### src/rtl/fetch_unit.sv
// 6502 instruction-fetch unit: reset-vector fetch, then sequential opcode prefetch into a
// DEPTH-entry queue presented to decode through a valid/ready handshake, with redirect flush.
module fetch_unit #(
  parameter int unsigned       ADDR_W    = 16,
  parameter int unsigned       DEPTH     = 4,
  parameter logic [ADDR_W-1:0] RESET_VEC = 16'hFFFC
) (
  input  logic              clk,
  input  logic              rst,
  output logic [ADDR_W-1:0] AD,
  output logic              RW,
  input  logic [7:0]        D_in,
  input  logic              mem_rdy,
  output logic              ib_valid,
  output logic [7:0]        ib_data,
  output logic [ADDR_W-1:0] ib_pc,
  input  logic              ib_ready,
  input  logic              redir,
  input  logic [ADDR_W-1:0] redir_pc
);

  localparam int unsigned PtrW = $clog2(DEPTH);
  localparam int unsigned CntW = PtrW + 1;
  localparam int unsigned OccW = CntW + 1;
  localparam logic [ADDR_W-1:0] VecHi = RESET_VEC + ADDR_W'(1);

  typedef enum logic [1:0] {StVlo, StVhi, StVld, StRun} state_e;

  state_e            r_state;
  logic [ADDR_W-1:0] r_pc;
  logic [ADDR_W-1:0] r_fpc;
  logic [7:0]        r_lo;
  logic              r_inflight;
  logic [7:0]        r_qdata [DEPTH];
  logic [ADDR_W-1:0] r_qpc   [DEPTH];
  logic [PtrW-1:0]   r_wr;
  logic [PtrW-1:0]   r_rd;
  logic [CntW-1:0]   r_count;

  logic            w_pop;
  logic            w_redir;
  logic            w_push;
  logic            w_room;
  logic            w_issue;
  logic [OccW-1:0] w_occ;

  assign w_pop   = ib_valid & ib_ready;
  assign w_redir = redir & (r_state == StRun);
  assign w_push  = r_inflight & (r_state == StRun) & ~w_redir;
  // Occupancy after this edge's pop, counting the read whose byte is still on its way.
  assign w_occ   = {1'b0, r_count} + OccW'(r_inflight) - OccW'(w_pop);
  assign w_room  = w_occ < OccW'(DEPTH);
  assign w_issue = mem_rdy & ((r_state == StVlo) | (r_state == StVhi) |
                              ((r_state == StRun) & w_room & ~w_redir));

  always_comb begin
    AD = r_pc;
    case (r_state)
      StVlo:   AD = RESET_VEC;
      StVhi:   AD = VecHi;
      StVld:   AD = VecHi;
      default: AD = r_pc;
    endcase
  end

  assign RW       = 1'b1;
  assign ib_valid = (r_count != '0);
  assign ib_data  = r_qdata[r_rd];
  assign ib_pc    = r_qpc[r_rd];

  always_ff @(posedge clk or posedge rst) begin
    if (rst) begin
      r_state    <= StVlo;
      r_pc       <= '0;
      r_fpc      <= '0;
      r_lo       <= '0;
      r_inflight <= 1'b0;
      r_wr       <= '0;
      r_rd       <= '0;
      r_count    <= '0;
      for (int i = 0; i < DEPTH; i++) begin
        r_qdata[i] <= '0;
        r_qpc[i]   <= '0;
      end
    end else begin
      r_inflight <= w_issue;
      case (r_state)
        StVlo: if (w_issue) r_state <= StVhi;
        StVhi: begin
          if (r_inflight) r_lo <= D_in;
          if (w_issue) r_state <= StVld;
        end
        StVld: begin
          r_pc    <= ADDR_W'({D_in, r_lo});
          r_state <= StRun;
        end
        default: begin
          if (w_redir) begin
            // Dropping the push discards the byte of any read already on the bus.
            r_pc    <= redir_pc;
            r_wr    <= '0;
            r_rd    <= '0;
            r_count <= '0;
          end else begin
            if (w_issue) begin
              r_pc  <= r_pc + ADDR_W'(1);
              r_fpc <= r_pc;
            end
            if (w_push) begin
              r_qdata[r_wr] <= D_in;
              r_qpc[r_wr]   <= r_fpc;
              r_wr          <= r_wr + PtrW'(1);
            end
            if (w_pop) r_rd <= r_rd + PtrW'(1);
            r_count <= r_count + CntW'(w_push) - CntW'(w_pop);
          end
        end
      endcase
    end
  end

endmodule

### config.mk
export PLATFORM = sky130hd
export DESIGN_NAME = fetch_unit
export DESIGN_NICKNAME = d
export VERILOG_FILES = /design/src/rtl/fetch_unit.sv
export SDC_FILE = /design/constraint.sdc
export NUM_CORES = 1
export LEC_CHECK = 0
export BUFFER_PORTS_ARGS = -buffer_cell sky130_fd_sc_hd__buf_2
export CAP_MARGIN = 5
export CORE_MARGIN = 2
export CORE_UTILIZATION = 40
export CTS_CLUSTER_SIZE = 12
export DETAILED_ROUTE_END_ITERATION = 12
export MAX_ROUTING_LAYER = met4
export PLACE_DENSITY = 0.57
export RECOVER_POWER = 50
export SLEW_MARGIN = 20
export SYNTH_ARGS = -nofsm -noshare
export SYNTH_HDL_FRONTEND = slang
export SYNTH_SLANG_ARGS = --single-unit
### constraint.sdc
create_clock -name clk -period 6.15 [get_ports clk]
set_clock_uncertainty 0.2 [all_clocks]
set_input_delay 1.5375 -clock clk [delete_from_list [all_inputs] [get_ports clk]]
set_output_delay 1.5375 -clock clk [all_outputs]
set_load 0.01 [all_outputs]
== Yosys cells after proc, flatten, opt, wreduce, memory -nomap -nowiden ==
Index checks and enable logic that the tools add are counted.

* Flip-flop bits (word level): 146
* Input port bits: 29

* Add/subtract/negate cells: 7
* $lt $le $gt $ge: 4
* Equality and inequality tests: 5
* Mux-type cells: 24
* Bitwise logic cells: 14
* Reductions and logical operators: 17

{| class="wikitable"
|+ Operator list
! kind !! count
|-
| 16-bit two-way mux || 5
|-
| 64-bit bitwise mux || 1
|-
| 16-bit case mux with 2 select lines || 2
|-
| 16-bit binary-select mux with 2-bit select || 1
|-
| 32-bit bitwise mux || 1
|-
| 16-bit demux with 2-bit select || 1
|-
| 8-bit two-way mux || 3
|-
| 16-bit by 1-bit adder with 16-bit output (second input constant) || 1
|-
| 8-bit binary-select mux with 2-bit select || 1
|-
| 8-bit demux with 2-bit select || 1
|-
| 2-bit two-way mux || 6
|-
| 3-bit AND reduction || 3
|-
| 3-bit nonzero test || 3
|-
| 2-bit AND reduction || 4
|-
| 1-bit bitwise AND || 7
|-
| 3-bit greater-or-equal comparator (second input constant) || 2
|-
| 2-bit NOT with 3-bit output || 2
|-
| 2-bit case mux with 3 select lines || 1
|-
| 2-bit by 1-bit adder with 2-bit output (second input constant) || 2
|-
| 3-bit by 1-bit adder with 4-bit output || 1
|-
| 2-bit == test (second input constant) || 2
|-
| 4-bit by 3-bit less-than comparator with 1-bit output (second input constant) || 1
|-
| 2-bit != test (second input constant) || 2
|-
| 2-bit nonzero test || 2
|-
| other kinds (12) || 16
|}

== Longest topological paths before layout ==
* Depth in word-level cells: 11
* Depth in mapped cells: 12
* Depth with buffers taken out: 10

== Least setup slack after synthesis ==
Ideal clock, no wire load.

* Path kind: input port to flip-flop
* From: input ib_ready
* To: register r_fpc[10]
* Library setup time: 0.125 ns
* Data arrival time: 3.484 ns
* Data required time: 5.825 ns
* Path slack: 2.341 ns
* Cell stages on the path: 11
* Buffers on the path: 2
* Cells stage by stage: and2_0 -> clkbuf_1 -> ha_1 -> inv_1 -> ha_1 -> and3b_4 -> o211ai_4 -> nand2_4 -> a21oi_4 -> buf_12 -> mux2_4

* Word-level cells in the longest chain between the ends: 8

{| class="wikitable"
|+ Ends and longest elaborated chain
! element !! line !! text
|-
| from (decl) || 17 || <nowiki>input logic ib_ready,</nowiki>
|-
| 1-bit bitwise AND || 47 || <nowiki>assign w_pop = ib_valid & ib_ready;</nowiki>
|-
| 4-bit by 1-bit subtractor with 4-bit output || 51 || <nowiki>assign w_occ = {1'b0, r_count} + OccW'(r_inflight) - OccW'(w_pop);</nowiki>
|-
| 4-bit by 3-bit less-than comparator with 1-bit output || 52 || <nowiki>assign w_room = w_occ < OccW'(DEPTH);</nowiki>
|-
| 1-bit bitwise AND (2 in a row) || 54 || <nowiki>((r_state == StRun) & w_room & ~w_redir));</nowiki>
|-
| 1-bit OR || 53 || <nowiki>assign w_issue = mem_rdy & ((r_state == StVlo) | (r_state == StVhi) |</nowiki>
|-
| 1-bit bitwise AND || 53 ||
|-
| 3-bit AND reduction (no source line) || n/a ||
|-
| to (signal assigned) || 107 || <nowiki>r_fpc <= r_pc;</nowiki>
|-
| to (decl) || 31 || <nowiki>logic [ADDR_W-1:0] r_fpc;</nowiki>
|}

No other way between the ends.
A chain may end at the register's enable or synchronous reset.

==> flow_summary_export.csv <==
group,metric,value,unit
outcome,status,"complete, but fails checks",
outcome,violations,"capacitance limit, slew limit",
clock_network,clock-sinks,146,
global_routing,grt_max_degree,100,
place,gp_congestion,0.867,
logic_synthesis,yosysTopAreaCellShare,0.508,
die,core-area,17800,um2
sta,rsz0062_at_grt,"no",
finish,area_growth,15.1,%
clock_network,clk_latency,0.42,ns
power,power_density,501,nW/um2
die,rows,49,
critical_path,worst_ep_required_time,5.94,ns
logic_synthesis,synth-main-ff-cell,"dfrtp_1",
logic_synthesis,seq_area_frac_synth,0.508,
finish,final_common_cell,"dfrtp_1",
power,p_int,0.00272,W
clock_network,clk_pin_slew,0.06,ns
critical_path,reg2reg_depth,5,
logic_synthesis,synthCells,544,
power,comb_power_share,0.358,
clock_network,clock-root-buffer,"clkbuf_16",
drt,wl_per_cell,19.6,um
min_path,holdPathStages,1,
global_routing,antenna_found_initial,0,
logic_synthesis,synth_cell_type_count,64,
global_routing,grt_pass1_vias,4814,
clock_network,cts_tree,"yes",
place,dp_hpwl,11.0,mm
clock_network,clk_path_buf_depth,2,
logic_synthesis,synth_area,7190,um2
clock_network,holdBufCountCts,0,
place,port_buffers,69,
logic_synthesis,synth.net_count,590,
clock_network,ctsHtreeMaxLevel,4,
sta,final-setup-viol-count,0,
critical_path,arrival,4.12,ns
drt,routed_wl,16.5,mm
sta,whs,0.292,ns
drt,drtIter0Drc,263,
sta,fin_crit_sh,0.704,
die,die_w,138,um
sta,final_max_slew_viol_count,49,
die,die_h,138,um
critical_path,end_kind,"async pin",
drt,vias_per_cell,5.40,
critical_path,rr_startpoint,"r_state[0]",
job,drv_cap,1,
logic_synthesis,yosysTopAreaCell,"dfrtp_1",
global_routing,overflow,0,
finish,finalNetCount,650,
power,leakagePower,3.82,nW
power,ir_drop,256,uV
power,switching_share,0.344,
global_routing,grt_pass1_wl,27.0,mm
drt,drc,0,
critical_path,path_max_fanout,99,
critical_path,r2r_end,"r_qdata[26]",
sta,hold_violations,0,
logic_synthesis,ys_seq_elements,146,
logic_synthesis,synth_edf_count,0,
min_path,hold_path_end,"r_qpc[5]",
die,initial_core_util,0.404,
logic_synthesis,netlist_top_cells_area,"dfrtp_1 51%, mux2_2 16%, mux4_2 7.5%",
die,num_io_pins,71,
die,design.die.area,19100,um2
logic_synthesis,async_reset_ff_frac,1.00,
min_path,hold_class,"flip-flop to flip-flop",
clock_network,numCtsBuffers,17,
global_routing,track_usage,0.187,
clock_network,cts_setup_buffers,0,
finish,final_cell_mix,"145 x dfrtp_1, 102 x mux2_2, 66 x buf_2, 25 x nand2_1",
drt,dr.pass1.iters,5,
clock_network,cts_resized,0,
min_path,min-delay-start,"r_qpc[5]",
critical_path,setup.worst_path.start_class,"input pin",
power,p_clk_frac,0.256,
sta,fmax,0.231,GHz
finish,layout-drive-gt1-share,0.404,
drt,vias,4571,
power,seq_power_share,0.386,
critical_path,crit_type,"input pin to async pin",
finish,num_antenna_cells,0,
sta,period_needed,4.33,ns
critical_path,r2r_setup_slack,2.44,ns
sta,slew_headroom,-0.674,
sta,tightestPinTransition,2.51,ns
power,p_sw,0.00143,W
drt,detail-route-antenna-nets,0,
logic_synthesis,yosys_warnings,0,
logic_synthesis,syn_avg_cell_area,13.2,um2
sta,finalSetupTns,0,ns
## through the flow
| step | power [W] | area, um2 | util | std cells | setup slack [ns] |
|---|---|---|---|---|---|
| finish | 0.00415 | 8270 | 0.465 | 846 | 1.82 |
| floorplan | 0.00266 | 7190 | - | 544 | 0.490 |
| global route | 0.00442 | 8270 | 0.465 | 846 | 1.09 |
| CTS | 0.00421 | 8300 | 0.467 | 846 | 2.07 |
| detailed placement | 0.00313 | 7680 | 0.432 | 814 | 1.85 |
| global placement | 0.00307 | 7680 | 0.432 | 814 | 1.85 |
## flip-flops by register name, summed over array words and instances (netlist names)
| signal | flops |
|---|---|
| r_rd | 2 |
| r_qdata | 32 |
| r_wr | 2 |
| r_state | 2 |
| r_count | 3 |
| r_pc | 16 |
| r_fpc | 16 |
| r_qpc | 64 |
| r_inflight | 1 |
| r_lo | 8 |
## power groups by stage
stage / sequential (W) / clock (W) / combinational, W
floorplan: 0.00146 / 0 / 0.00119
global placement: 0.00160 / 0 / 0.00147
detailed placement: 0.00162 / 0 / 0.00151
CTS: 0.00161 / 0.00108 / 0.00152
global route: 0.00166 / 0.00113 / 0.00164
finish: 0.00160 / 0.00106 / 0.00148
## layer usage
metal | wire, um | global-route usage
met5 | 0 | -
met4 | 172 | 0.0591
met3 | 656 | 0.0353
met2 | 8180 | 0.293
met1 | 7540 | 0.249
## worst max-delay path by stage
| stage | start | endpoint |
|---|---|---|
| after CTS | r_rd[0] | ib_pc[0] |
| after detailed placement | ib_ready | r_pc[1] |
| after floorplan | rst | r_count[0] |
| after global routing | rst | r_qpc[23] |
| after global placement | ib_ready | r_pc[1] |
| final | rst | r_qpc[23] |
## synth_stat cells (10+ instances only)
| master | instances |
|---|---|
| a21oi_1 | 24 |
| buf_2 | 14 |
| clkbuf_1 | 11 |
| dfrtp_1 | 146 |
| ha_1 | 16 |
| inv_1 | 18 |
| mux2_1 | 10 |
| mux2_2 | 102 |
| mux2_4 | 10 |
| mux4_2 | 24 |
| nand2_1 | 23 |
| nand2b_1 | 10 |
| nor2_1 | 22 |
| o21ai_0 | 19 |
## logic make-up (layout without fill, tap and decap cells)
group                      after synthesis  after routing  synth area share
adders and majority gates               17             17            0.0306
buffers and inverters                   50            123            0.0336
other                                    1              1          0.000522
DFF                                    146            146             0.508
AOI/OAI and AO/OA                       78             78            0.0720
muxes                                  149            149             0.276
xor gates and xnor gates                 4              4           0.00487
and+or+nand+nor                         99             99            0.0746
## worst max-delay path: stages
cell and delay, ns:
clkbuf_1 0.11, inv_6 0.58, clkbuf_1 1.85
## cell type report
cell class / count / area [um2]
clock buffer: 19 / 453
clock inverter: 13 / 159
timing repair buffer: 73 / 368
fill: 1647 / 9510
sequential: 146 / 3650
multi-input combinational: 348 / 3280
inverter: 18 / 72.6
tap: 229 / 287
Power figures use the tool's default switching activity.
